`src/rtl/bus_xfer_ctrl.sv`:
```
// rtl/bus_xfer_ctrl.sv - register-to-register transfer controller for a shared register bus
//
// Purpose: moves one value per request from a source register (or an
// immediate) to a destination register over a shared read bus and a shared
// write bus. Each transfer is a READ cycle, then a WRITE cycle, then a done
// pulse. An out-of-range index is reported with done+err and touches no
// register.
//
// Optional feature macro: BUS_XFER_IMM_EN enables immediate transfers
// (req_imm_en/req_imm). When it is undefined, both inputs are ignored and
// every request is a register transfer.
//
// Ports:
//   clk, reset            clock; asynchronous active-low reset
//   req_valid/req_ready   request handshake, accepted on valid&ready at posedge
//   req_src, req_dst      source / destination register index
//   req_imm_en, req_imm   immediate select and value
//   out0_en, bus_in       one-hot register read enable and the shared read bus
//   load, bus_out         one-hot register load strobe and the write data
//   done, err             completion pulse and coincident error pulse
//   last_data             value written by the most recent completed transfer
module bus_xfer_ctrl #(
    parameter int DATA_BITS = 8,
    parameter int NUM_REGS  = 8,
    parameter int ADDR_BITS = 3
) (
    input  logic                 clk,
    input  logic                 reset,
    input  logic                 req_valid,
    output logic                 req_ready,
    input  logic [ADDR_BITS-1:0] req_src,
    input  logic [ADDR_BITS-1:0] req_dst,
    input  logic                 req_imm_en,
    input  logic [DATA_BITS-1:0] req_imm,
    output logic [NUM_REGS-1:0]  out0_en,
    input  logic [DATA_BITS-1:0] bus_in,
    output logic [NUM_REGS-1:0]  load,
    output logic [DATA_BITS-1:0] bus_out,
    output logic                 done,
    output logic                 err,
    output logic [DATA_BITS-1:0] last_data
);

    typedef enum logic [1:0] {IDLE, READ, WRITE} state_t;

    localparam logic [NUM_REGS-1:0] ONE = NUM_REGS'(1);

    state_t                 state_q, state_d;
    logic [ADDR_BITS-1:0]   src_q, src_d;
    logic [ADDR_BITS-1:0]   dst_q, dst_d;
    logic [DATA_BITS-1:0]   hold_q, hold_d;
    logic [DATA_BITS-1:0]   bus_out_q, bus_out_d;
    logic [DATA_BITS-1:0]   last_data_q, last_data_d;
    logic                   done_q, done_d;
    logic                   err_q, err_d;

    logic use_imm;
    logic bad_idx;
    logic accept;

`ifdef BUS_XFER_IMM_EN
    assign use_imm = req_imm_en;
`else
    logic unused_imm;
    assign use_imm    = 1'b0;
    assign unused_imm = ^{req_imm_en, req_imm};
`endif

    // The source index only matters when a register is actually read.
    assign bad_idx = (int'(req_dst) >= NUM_REGS) ||
                     (!use_imm && (int'(req_src) >= NUM_REGS));

    // Gating with reset keeps ready low while reset is held, without a flop.
    assign req_ready = reset && (state_q == IDLE);
    assign accept    = req_valid && req_ready;

    always_comb begin
        state_d     = state_q;
        src_d       = src_q;
        dst_d       = dst_q;
        hold_d      = hold_q;
        bus_out_d   = bus_out_q;
        last_data_d = last_data_q;
        done_d      = 1'b0;
        err_d       = 1'b0;
        case (state_q)
            IDLE: begin
                if (accept) begin
                    src_d = req_src;
                    dst_d = req_dst;
                    if (bad_idx) begin
                        done_d = 1'b1;
                        err_d  = 1'b1;
                    end else if (use_imm) begin
                        // bus_out is registered, so it is loaded on the edge
                        // that enters WRITE and then holds afterwards.
                        hold_d    = req_imm;
                        bus_out_d = req_imm;
                        state_d   = WRITE;
                    end else begin
                        state_d = READ;
                    end
                end
            end
            READ: begin
                hold_d    = bus_in;
                bus_out_d = bus_in;
                state_d   = WRITE;
            end
            WRITE: begin
                last_data_d = hold_q;
                done_d      = 1'b1;
                state_d     = IDLE;
            end
            default: state_d = IDLE;
        endcase
    end

    always_ff @(posedge clk or negedge reset) begin
        if (!reset) begin
            state_q     <= IDLE;
            src_q       <= '0;
            dst_q       <= '0;
            hold_q      <= '0;
            bus_out_q   <= '0;
            last_data_q <= '0;
            done_q      <= 1'b0;
            err_q       <= 1'b0;
        end else begin
            state_q     <= state_d;
            src_q       <= src_d;
            dst_q       <= dst_d;
            hold_q      <= hold_d;
            bus_out_q   <= bus_out_d;
            last_data_q <= last_data_d;
            done_q      <= done_d;
            err_q       <= err_d;
        end
    end

    // Enables decode straight from the state, so an asynchronous reset
    // clears them at once and READ/WRITE can never overlap.
    assign out0_en   = (state_q == READ)  ? (ONE << src_q) : '0;
    assign load      = (state_q == WRITE) ? (ONE << dst_q) : '0;
    assign bus_out   = bus_out_q;
    assign done      = done_q;
    assign err       = err_q;
    assign last_data = last_data_q;

endmodule

```
`config.mk`:
```
export PLATFORM = sky130hd
export DESIGN_NAME = bus_xfer_ctrl
export DESIGN_NICKNAME = d
export VERILOG_FILES = /design/src/rtl/bus_xfer_ctrl.sv
export SDC_FILE = /design/constraint.sdc
export NUM_CORES = 1
export LEC_CHECK = 0
export CORE_AREA = 2 2 69 71
export DETAILED_ROUTE_END_ITERATION = 12
export DIE_AREA = 0 0 71 73
export SLEW_MARGIN = 20
export SYNTH_ARGS = -nofsm -noshare
export SYNTH_HDL_FRONTEND = slang
export SYNTH_SLANG_ARGS = --single-unit
export TNS_END_PERCENT = 10
```
`constraint.sdc`:
```
create_clock -name clk -period 1.25 [get_ports clk]
set_clock_uncertainty 0.1 [all_clocks]
set_input_delay 0.25 -clock clk [delete_from_list [all_inputs] [get_ports clk]]
set_output_delay 0.25 -clock clk [all_outputs]
set_load 0.01 [all_outputs]
```
==> out/metrics.yaml, run 1 <==
status:
  outcome: "complete, but fails checks"
  violations: "negative setup slack"
synthesis:
  ys_top_cells_by_area: "sky130_fd_sc_hd__dfrtp_1 59%, sky130_fd_sc_hd__mux2_2 23%, sky130_fd_sc_hd__nor3_1 3.8%"
  avgSynthCellArea_um2: 13.1
  netlist.top_cell.by_area: "sky130_fd_sc_hd__dfrtp_1"
  yosys_register_bits: 25
  yosysWarnings: 0
  seq_area_frac_synth: 0.590
  synth_net_count: 107
  synth_area_um2: 1060
  syn-instance-count: 81
  post-synth-top-area-fraction: 0.590
  ys_types: 15
global_routing:
  largest_net_degree_at_the_start_of_global_routing: 18
  groute.usage.overall: 0.115
  global_route.overflow_total: 0
  number_of_global_route_vias_before_repair: 1048
  grt_first_pass_wirelength_mm: 4.80
  antenna_found_initial: 0
clock_tree:
  cts_tree: "built"
  clkTransAtPathRegs_ps: 90
  cts.path.max_buffers: 2
  clock_sink_count: 25
  ctsHtreeMaxLevel: 1
  ctsRootBufferMaster: "sky130_fd_sc_hd__clkbuf_8"
  cts_inserted_buffers: 3
  insertion_delay_ps: 260
power:
  switching_share: 0.305
  clock_power_share: 0.168
  max-vdd-ir-drop_mv: 0.751
  share_of_power_burned_in_combinational_logic: 0.394
  power.density_nw_per_um2: 1460
  report.power.total_w: 0.00281
  leakage_nw: 0.924
  power.sequential.fraction: 0.439
  power.net_switching_w: 0.000858
  internal-power_w: 0.00195
hold_path:
  min-delay-path-class: "in2async"
setup_path:
  worst-path-max-fanout: 4
  arrival_ps: 1360
  critical_path.startpoint_type: "flip-flop"
  worstSetupPathType: "reg2out"
  worst-endpoint-required_ps: 900
  critical_path_capture_point_type: "output pin"
floorplanning:
  die_area_um2: 5180
  design.core.area_um2: 4540
  top_level_ports: 61
  initial_utilization: 0.234
  die-width_um: 71
  floorplan.die.height_um: 73
  core.rowCount: 25
drt:
  ant_nets: 0
  postRouteWirelength_mm: 3.01
  initialDrtViolationCount: 11
  vias_per_cell: 4.36
  drt-pass1-iter-count: 4
  drcViolationCount: 0
  avgRoutedWirePerCell_um: 14.0
  vias: 938
sta:
  timing.final.crit_share: 1.37
  max_freq_mhz: 584
  min_period_ps: 1710
  final_hold_viol_count: 0
  setup_repair_after_global_routing_missed_its_margin: "true"
  final_setup_violations: 40
  setup_slack_ps: -462
  whs_ps: 245
  setup_tns_ps: -11390
  pins_over_their_slew_limit: 0
cells_and_area:
  fin_util: 0.426
  layout.filler_cells: 432
  finalNetCount: 188
  synthToLayoutAreaGrowth_pct: 82.2
  insertedDiodeCount: 0
  mostFrequentLayoutCell: "sky130_fd_sc_hd__buf_2"
  mostFrequentLayoutCells: "28 x sky130_fd_sc_hd__buf_2, 22 x sky130_fd_sc_hd__mux2_4, 21 x sky130_fd_sc_hd__dfrtp_1"
  post_route_cells_drive_above_1_share: 0.658
  design_area_um2: 1930
run:
  cap_violations: 0
place:
  place.port_buffers: 50
  gp_routability_congestion: 0.805
  hpwl_mm: 2.11
  place_area_um2: 1770
-- per-layer routing --
metal | part of all wire | up-vias | track usage
li1 | - | 437 | -
met1 | 0.39 | 454 | 0.131
met2 | 0.52 | 45 | 0.212
met3 | 0.088 | 2 | 0.0373
met4 | 0.0060 | 0 | 0.0252
met5 | 0 | - | 0
-- power by group through the flow --
stage | registers (W) | clock network, W | logic, W
3_3_place_gp | 0.00122 | 0 | 0.00103
5_1_grt | 0.00127 | 0.000522 | 0.00119
4_1_cts | 0.00124 | 0.000482 | 0.00118
3_5_place_dp | 0.00124 | 0 | 0.00105
2_1_floorplan | 0.00129 | 0 | 0.000323
6_report | 0.00123 | 0.000471 | 0.00111
-- cell usage after synthesis --
library cell	number
sky130_fd_sc_hd__inv_2	1
sky130_fd_sc_hd__nand3b_1	2
sky130_fd_sc_hd__nor3_1	8
sky130_fd_sc_hd__nor2_1	6
sky130_fd_sc_hd__nand2_1	2
sky130_fd_sc_hd__nor3b_1	1
sky130_fd_sc_hd__nand2b_1	6
sky130_fd_sc_hd__buf_2	1
sky130_fd_sc_hd__mux2_2	22
sky130_fd_sc_hd__nor4_1	2
sky130_fd_sc_hd__nor4bb_1	1
sky130_fd_sc_hd__dfrtp_1	25
sky130_fd_sc_hd__buf_4	2
sky130_fd_sc_hd__inv_4	1
sky130_fd_sc_hd__conb_1	1
-- through the flow --
step           instances  worst slack (ps)
2_1_floorplan         81              -128
3_3_place_gp         199              -693
3_5_place_dp         199              -696
4_1_cts              212              -444
5_1_grt              215              -526
6_report             215              -462
-- layout make-up --
| class | count | area [µm²] | share of cell area |
|---|---|---|---|
| Sequential cell | 25 | 631 | 0.327 |
| Timing Repair Buffer | 79 | 592 | 0.307 |
| Multi-Input combinational cell | 51 | 568 | 0.294 |
| Tap cell | 54 | 67.6 | 0.0350 |
| Clock buffer | 4 | 45.0 | 0.0233 |
| Inverter | 2 | 27.5 | 0.0143 |
-- registers in the layout, summed over array words and instances (netlist names) --
signal     flops
bus_out        8
last_data      8
dst_q          3
src_q          3
state_q        2
done           1
-- worst paths after layout --
kind	endpoint	cells past startpoint	startpoint	slack [ps]
min reg2reg	last_data[6]	1	last_data[6]	420
max	load[4]	5	state_q[1]	-460
max reg2reg	dst_q[1]	5	state_q[0]	-410
min	state_q[0]	2	reset	250
min in group clk	last_data[6]	1	last_data[6]	420
max in group asynchronous	bus_out[7]	2	reset	560
-- cells by family (layout without fill, tap and decap cells) --
group         after synthesis  count (layout)  synth area share
flops                      25              25             0.590
buf+inv                     5              85            0.0283
mux                        22              22             0.234
simple gates               28              28             0.144
other cells                 1               1           0.00354
-- worst max-delay path, stage by stage, from the launching register on --
cell and delay, ps:
sky130_fd_sc_hd__dfrtp_1 380, sky130_fd_sc_hd__buf_6 140, sky130_fd_sc_hd__nand3b_1 130, sky130_fd_sc_hd__buf_4 170, sky130_fd_sc_hd__nor3_2 130, sky130_fd_sc_hd__buf_2 150
-- what timing repair did --
item,4_1_cts,5_1_grt
pin swaps,7,4
resized for setup,163,18
hold buffers,0,0
buffers inserted,9,3
setup endpoints to repair,57,50
No activity file was read; power rests on OpenSTA's default activity.
==> run 2: changes to the inputs <==
Clock period 1.25 ns to 2.1 ns, I/O delays scaled along.
==> run 2 against run 1 <==
Clock-buffer cell count decreased by 1. The run now ends clean. Critical endpoint is now out0_en[4]. Wire length decreased by 20%. Sequential cell count is the same. Sequential power decreased by 41%. Clock power decreased by 40%.
==> out/metrics.yaml, run 2 (synthesis results as in run 1) <==
power:
  power.sequential.fraction: 0.472
  clock_power_share: 0.185
  switching_share: 0.288
  power.net_switching_w: 0.000442
  max-vdd-ir-drop_mv: 0.524
  report.power.total_w: 0.00154
  leakage_nw: 0.742
  internal-power_w: 0.00110
  share_of_power_burned_in_combinational_logic: 0.343
  power.density_nw_per_um2: 917
floorplanning:
  core.rowCount: 25
  floorplan.die.height_um: 73
  die-width_um: 71
  top_level_ports: 61
  design.core.area_um2: 4540
  die_area_um2: 5180
  initial_utilization: 0.234
drt:
  vias_per_cell: 4.27
  ant_nets: 0
  postRouteWirelength_mm: 2.40
  drt-pass1-iter-count: 4
  drcViolationCount: 0
  vias: 812
  avgRoutedWirePerCell_um: 12.6
  initialDrtViolationCount: 13
sta:
  setup_repair_after_global_routing_missed_its_margin: "false"
  setup_slack_ps: 142
  timing.final.crit_share: 0.932
  final_setup_violations: 0
  max_freq_mhz: 511
  final_hold_viol_count: 0
  pins_over_their_slew_limit: 0
  min_period_ps: 1960
global_routing:
  global_route.overflow_total: 0
  number_of_global_route_vias_before_repair: 876
  largest_net_degree_at_the_start_of_global_routing: 26
  groute.usage.overall: 0.0973
  grt_first_pass_wirelength_mm: 3.99
  antenna_found_initial: 0
cells_and_area:
  insertedDiodeCount: 0
  layout_cells_excl_fill: 190
  mostFrequentLayoutCell: "sky130_fd_sc_hd__clkdlybuf4s50_1"
  seq_area_um2: 626
  finalNetCount: 163
  synthToLayoutAreaGrowth_pct: 58.2
  multi_input_comb_area_um2: 415
  mostFrequentLayoutCells: "33 x sky130_fd_sc_hd__clkdlybuf4s50_1, 25 x sky130_fd_sc_hd__dfrtp_1, 22 x sky130_fd_sc_hd__mux2_2"
  post_route_cells_drive_above_1_share: 0.257
  layout.filler_cells: 445
place:
  post-place-ws_ps: -59.6
  place.port_buffers: 50
  numPlacedInstances: 186
  gp_routability_congestion: 0.731
  hpwl_mm: 1.86
clock_tree:
  ctsRootBufferMaster: "sky130_fd_sc_hd__clkbuf_8"
  insertion_delay_ps: 270
  cts_inserted_buffers: 3
  cts.path.max_buffers: 2
  clkTransAtPathRegs_ps: 90
  ctsHtreeMaxLevel: 1
  clock_sink_count: 25
  cts_tree: "built"
hold_path:
  whs_path_depth: 1
  min-delay-path-class: "reg2reg"
  hp-start: "last_data[4]"
  min_delay_worst_endpoint: "last_data[4]"
setup_path:
  critical_path.startpoint_type: "flip-flop"
  flop2flop_setup_slack_ps: 580
  worst_r2r_endpoint: "src_q[1]"
  r2r.worst_path.cells: 3
  worst-path-max-fanout: 6
  worst-path-buf-inv: 1
  critical_path.top_delay_family: "simple AND/OR/NAND/NOR gates"
  worstSetupPathType: "reg2out"
  timing.critical_path.slowest_stage_cell: "sky130_fd_sc_hd__dfrtp_1"
  arrival_ps: 1440
  worst-endpoint-required_ps: 1580
  crit_path_cell_trace: "nand3b_1 -> nor3_1 -> dlygate4sd2_1"
  worst_path_largest_cell_delay_ps: 430
  critical_path_capture_point_type: "output pin"
  regToRegStartpoint: "state_q[0]"
status:
  outcome: "completed"
run:
  cap_violations: 0
[run 2: changes by cell type in the layout (fill, tap and decap cells not counted), moves of 15 or more]
| cell | change |
|---|---|
| sky130_fd_sc_hd__buf_4 | -15 |
| sky130_fd_sc_hd__mux2_2 | +22 |
| sky130_fd_sc_hd__clkdlybuf4s50_1 | +17 |
| sky130_fd_sc_hd__dlygate4sd2_1 | +17 |
| sky130_fd_sc_hd__mux2_4 | -22 |
| sky130_fd_sc_hd__buf_2 | -28 |
[run 2: worst reg2reg max path: stages (launching register included)]
cell                       delay, ps
sky130_fd_sc_hd__dfrtp_1         440
sky130_fd_sc_hd__nor4bb_1        320
sky130_fd_sc_hd__buf_4           210
sky130_fd_sc_hd__mux2_2          340
[run 2: layout make-up]
class	count	area share
clock buffer	3	0.0246
clock inverter	1	0.00448
inverter	2	0.00597
multi-input combinational	51	0.248
tap	54	0.0403
sequential	25	0.373
timing repair buffer	54	0.304
[run 2: worst max path at each step]
stage | from | to | slack [ps] | depth (start not counted)
6_report | state_q[1] | out0_en[4] | 140 | 3
5_1_grt | state_q[0] | load[1] | 40 | 3
4_1_cts | state_q[0] | load[1] | 130 | 3
3_5_place_dp | reset | req_ready | -60 | 3
3_3_place_gp | reset | req_ready | -90 | 3
2_1_floorplan | state_q[0] | load[0] | 540 | 3
[run 2: through the flow]
stage               setup TNS, ps   util  instance area [µm²]  hold slack [ps]
floorplan                       0      -                 1060             24.4
global placement            -88.8  0.361                 1640              390
detailed placement          -59.6  0.361                 1640              395
CTS                             0  0.370                 1680              416
global route                    0  0.370                 1680              444
finish                          0  0.370                 1680              411
[run 2: power by group through the flow]
stage	Clock, W	Combinational [W]	Sequential, W
floorplan	0	0.000176	0.000766
CTS	0.000301	0.000536	0.000729
finish	0.000284	0.000527	0.000726
global placement	0	0.000535	0.000722
global route	0.000324	0.000562	0.000754
detailed placement	0	0.000539	0.000732
[run 2: timing repair]
item | in CTS | in global routing
hold buffers | 0 | 0
gates resized for setup | 20 | 0
setup endpoints to repair | 17 | 0
setup buffers | 0 | 0
[run 2: per-layer routing]
| metal | share of wire | vias to the layer above | track usage |
|---|---|---|---|
| met5 | 0 | - | 0 |
| met4 | 0 | 0 | 0.0189 |
| met3 | 0.11 | 0 | 0.0359 |
| met2 | 0.49 | 43 | 0.169 |
| met1 | 0.40 | 384 | 0.117 |
| li1 | - | 385 | - |
==> run 3: changes to the inputs <==
Settings changed: PLACE_DENSITY set to 0.52.
==> run 3 against run 2 <==
Clock-buffer cell count unchanged. Cell count unchanged. Non-clock buffer count unchanged. Critical path depth unchanged. Sequential share of layout area up 0.084 points.
==> out/metrics.yaml, run 3 (synthesis results as in run 1) <==
cells_and_area:
  seq_area_um2: 626
  mostFrequentLayoutCells: "33 x sky130_fd_sc_hd__clkdlybuf4s50_1, 25 x sky130_fd_sc_hd__dfrtp_1, 22 x sky130_fd_sc_hd__mux2_2"
  layout.filler_cells: 452
  multi_input_comb_area_um2: 407
  synthToLayoutAreaGrowth_pct: 57.9
  post_route_cells_drive_above_1_share: 0.243
  finalNetCount: 163
  design_area_um2: 1670
  mostFrequentLayoutCell: "sky130_fd_sc_hd__clkdlybuf4s50_1"
  insertedDiodeCount: 0
run:
  cap_violations: 0
sta:
  setup_tns_ps: 0
  setup_slack_ps: 130
  final_setup_violations: 0
  final_hold_viol_count: 0
  pins_over_their_slew_limit: 0
  min_period_ps: 1970
  timing.final.crit_share: 0.938
  whs_ps: 416
  max_freq_mhz: 508
  setup_repair_after_global_routing_missed_its_margin: "true"
drt:
  vias_per_cell: 4.33
  ant_nets: 0
  drt-pass1-iter-count: 2
  initialDrtViolationCount: 10
  avgRoutedWirePerCell_um: 13.1
  vias: 823
  postRouteWirelength_mm: 2.49
  drcViolationCount: 0
clock_tree:
  cts.path.max_buffers: 2
  ctsRootBufferMaster: "sky130_fd_sc_hd__clkbuf_8"
  cts_hold_repair.buffers: 0
  ctsHtreeMaxLevel: 1
  cts_tree: "built"
  cts_inserted_buffers: 3
  clkTransAtPathRegs_ps: 80
  insertion_delay_ps: 260
  clock_sink_count: 25
floorplanning:
  die_area_um2: 5180
  core.rowCount: 25
  die-width_um: 71
  top_level_ports: 61
  initial_utilization: 0.234
  design.core.area_um2: 4540
  floorplan.die.height_um: 73
setup_path:
  critical_path.startpoint_type: "flip-flop"
  critical_path_capture_point_type: "output pin"
  arrival_ps: 1450
  worst-endpoint-required_ps: 1580
  worst-path-max-fanout: 6
  worstSetupPathType: "reg2out"
place:
  place.port_buffers: 50
  place_area_um2: 1640
  hpwl_mm: 1.92
  gp_routability_congestion: 0.813
  post-place-ws_ps: -93.2
global_routing:
  busiest_layer: "met2"
  groute.usage.overall: 0.101
  global_route.overflow_total: 0
  gr-usage-met3: 0.0401
  grt_first_pass_wirelength_mm: 4.11
  number_of_global_route_vias_before_repair: 870
  largest_net_degree_at_the_start_of_global_routing: 26
  gr-usage-met2: 0.174
  antenna_found_initial: 0
  met1_track_utilization_from_global_routing: 0.116
power:
  leakage_nw: 0.772
  power.density_nw_per_um2: 914
  max-vdd-ir-drop_mv: 0.406
  report.power.total_w: 0.00153
hold_path:
  min-delay-path-class: "reg2reg"
status:
  outcome: "completed"
[run 3: changes by cell type in the layout (fill, tap and decap cells not counted)]
cell / previous run / this run
sky130_fd_sc_hd__clkinv_2: 0 / 1
sky130_fd_sc_hd__dlymetal6s2s_1: 0 / 2
sky130_fd_sc_hd__nor4_2: 1 / 0
sky130_fd_sc_hd__nand2b_2: 2 / 1
sky130_fd_sc_hd__dlygate4sd2_1: 17 / 15
sky130_fd_sc_hd__nor4_1: 1 / 2
sky130_fd_sc_hd__clkinvlp_4: 1 / 0
sky130_fd_sc_hd__nand2b_1: 4 / 5
[run 3: layer usage]
metal | wire, µm | part of all wire
met1 | 1010 | 0.41
met3 | 284 | 0.11
met4 | 12 | 0.0048
met2 | 1190 | 0.48
met5 | 0 | 0
[run 3: final cells by class]
class | instances | share of cell area
inverter | 2 | 0.00598
multi-input combinational | 51 | 0.243
sequential | 25 | 0.374
timing repair buffer | 54 | 0.309
clock inverter | 1 | 0.00299
tap | 54 | 0.0404
clock buffer | 3 | 0.0247
[run 3: stage by stage]
step	util	instances
3_5_place_dp	0.361	186
4_1_cts	0.367	190
2_1_floorplan	-	81
6_report	0.369	190
3_3_place_gp	0.361	186
5_1_grt	0.369	190
[run 3: report_power, final]
part           switching, W  internal (W)
Clock              0.000144      0.000132
Sequential         0.000105      0.000618
Combinational      0.000186      0.000343
Total              0.000435       0.00109
[run 3: worst paths after layout]
| path | start | end | slack (ps) | cells after the start |
|---|---|---|---|---|
| max in group asynchronous | reset | bus_out[6] | 1120 | 3 |
| max | state_q[0] | load[1] | 130 | 3 |
| max reg2reg | state_q[0] | last_data[1] | 600 | 4 |
| min reg2reg | last_data[7] | last_data[7] | 420 | 1 |
| min in group asynchronous | reset | dst_q[2] | 530 | 3 |
| min | last_data[7] | last_data[7] | 420 | 1 |
[run 3: timing repair]
item                                    CTS  global route
setup buffers                             0             0
resized for setup                        15             3
cloned                                    0             0
endpoints found under the setup margin   17             2
[run 3: worst max-delay path, cell delays in order (launching register included)]
cell	delay [ps]
sky130_fd_sc_hd__dfrtp_1	430
sky130_fd_sc_hd__nand2b_1	230
sky130_fd_sc_hd__nor3_1	220
sky130_fd_sc_hd__dlygate4sd2_1	300
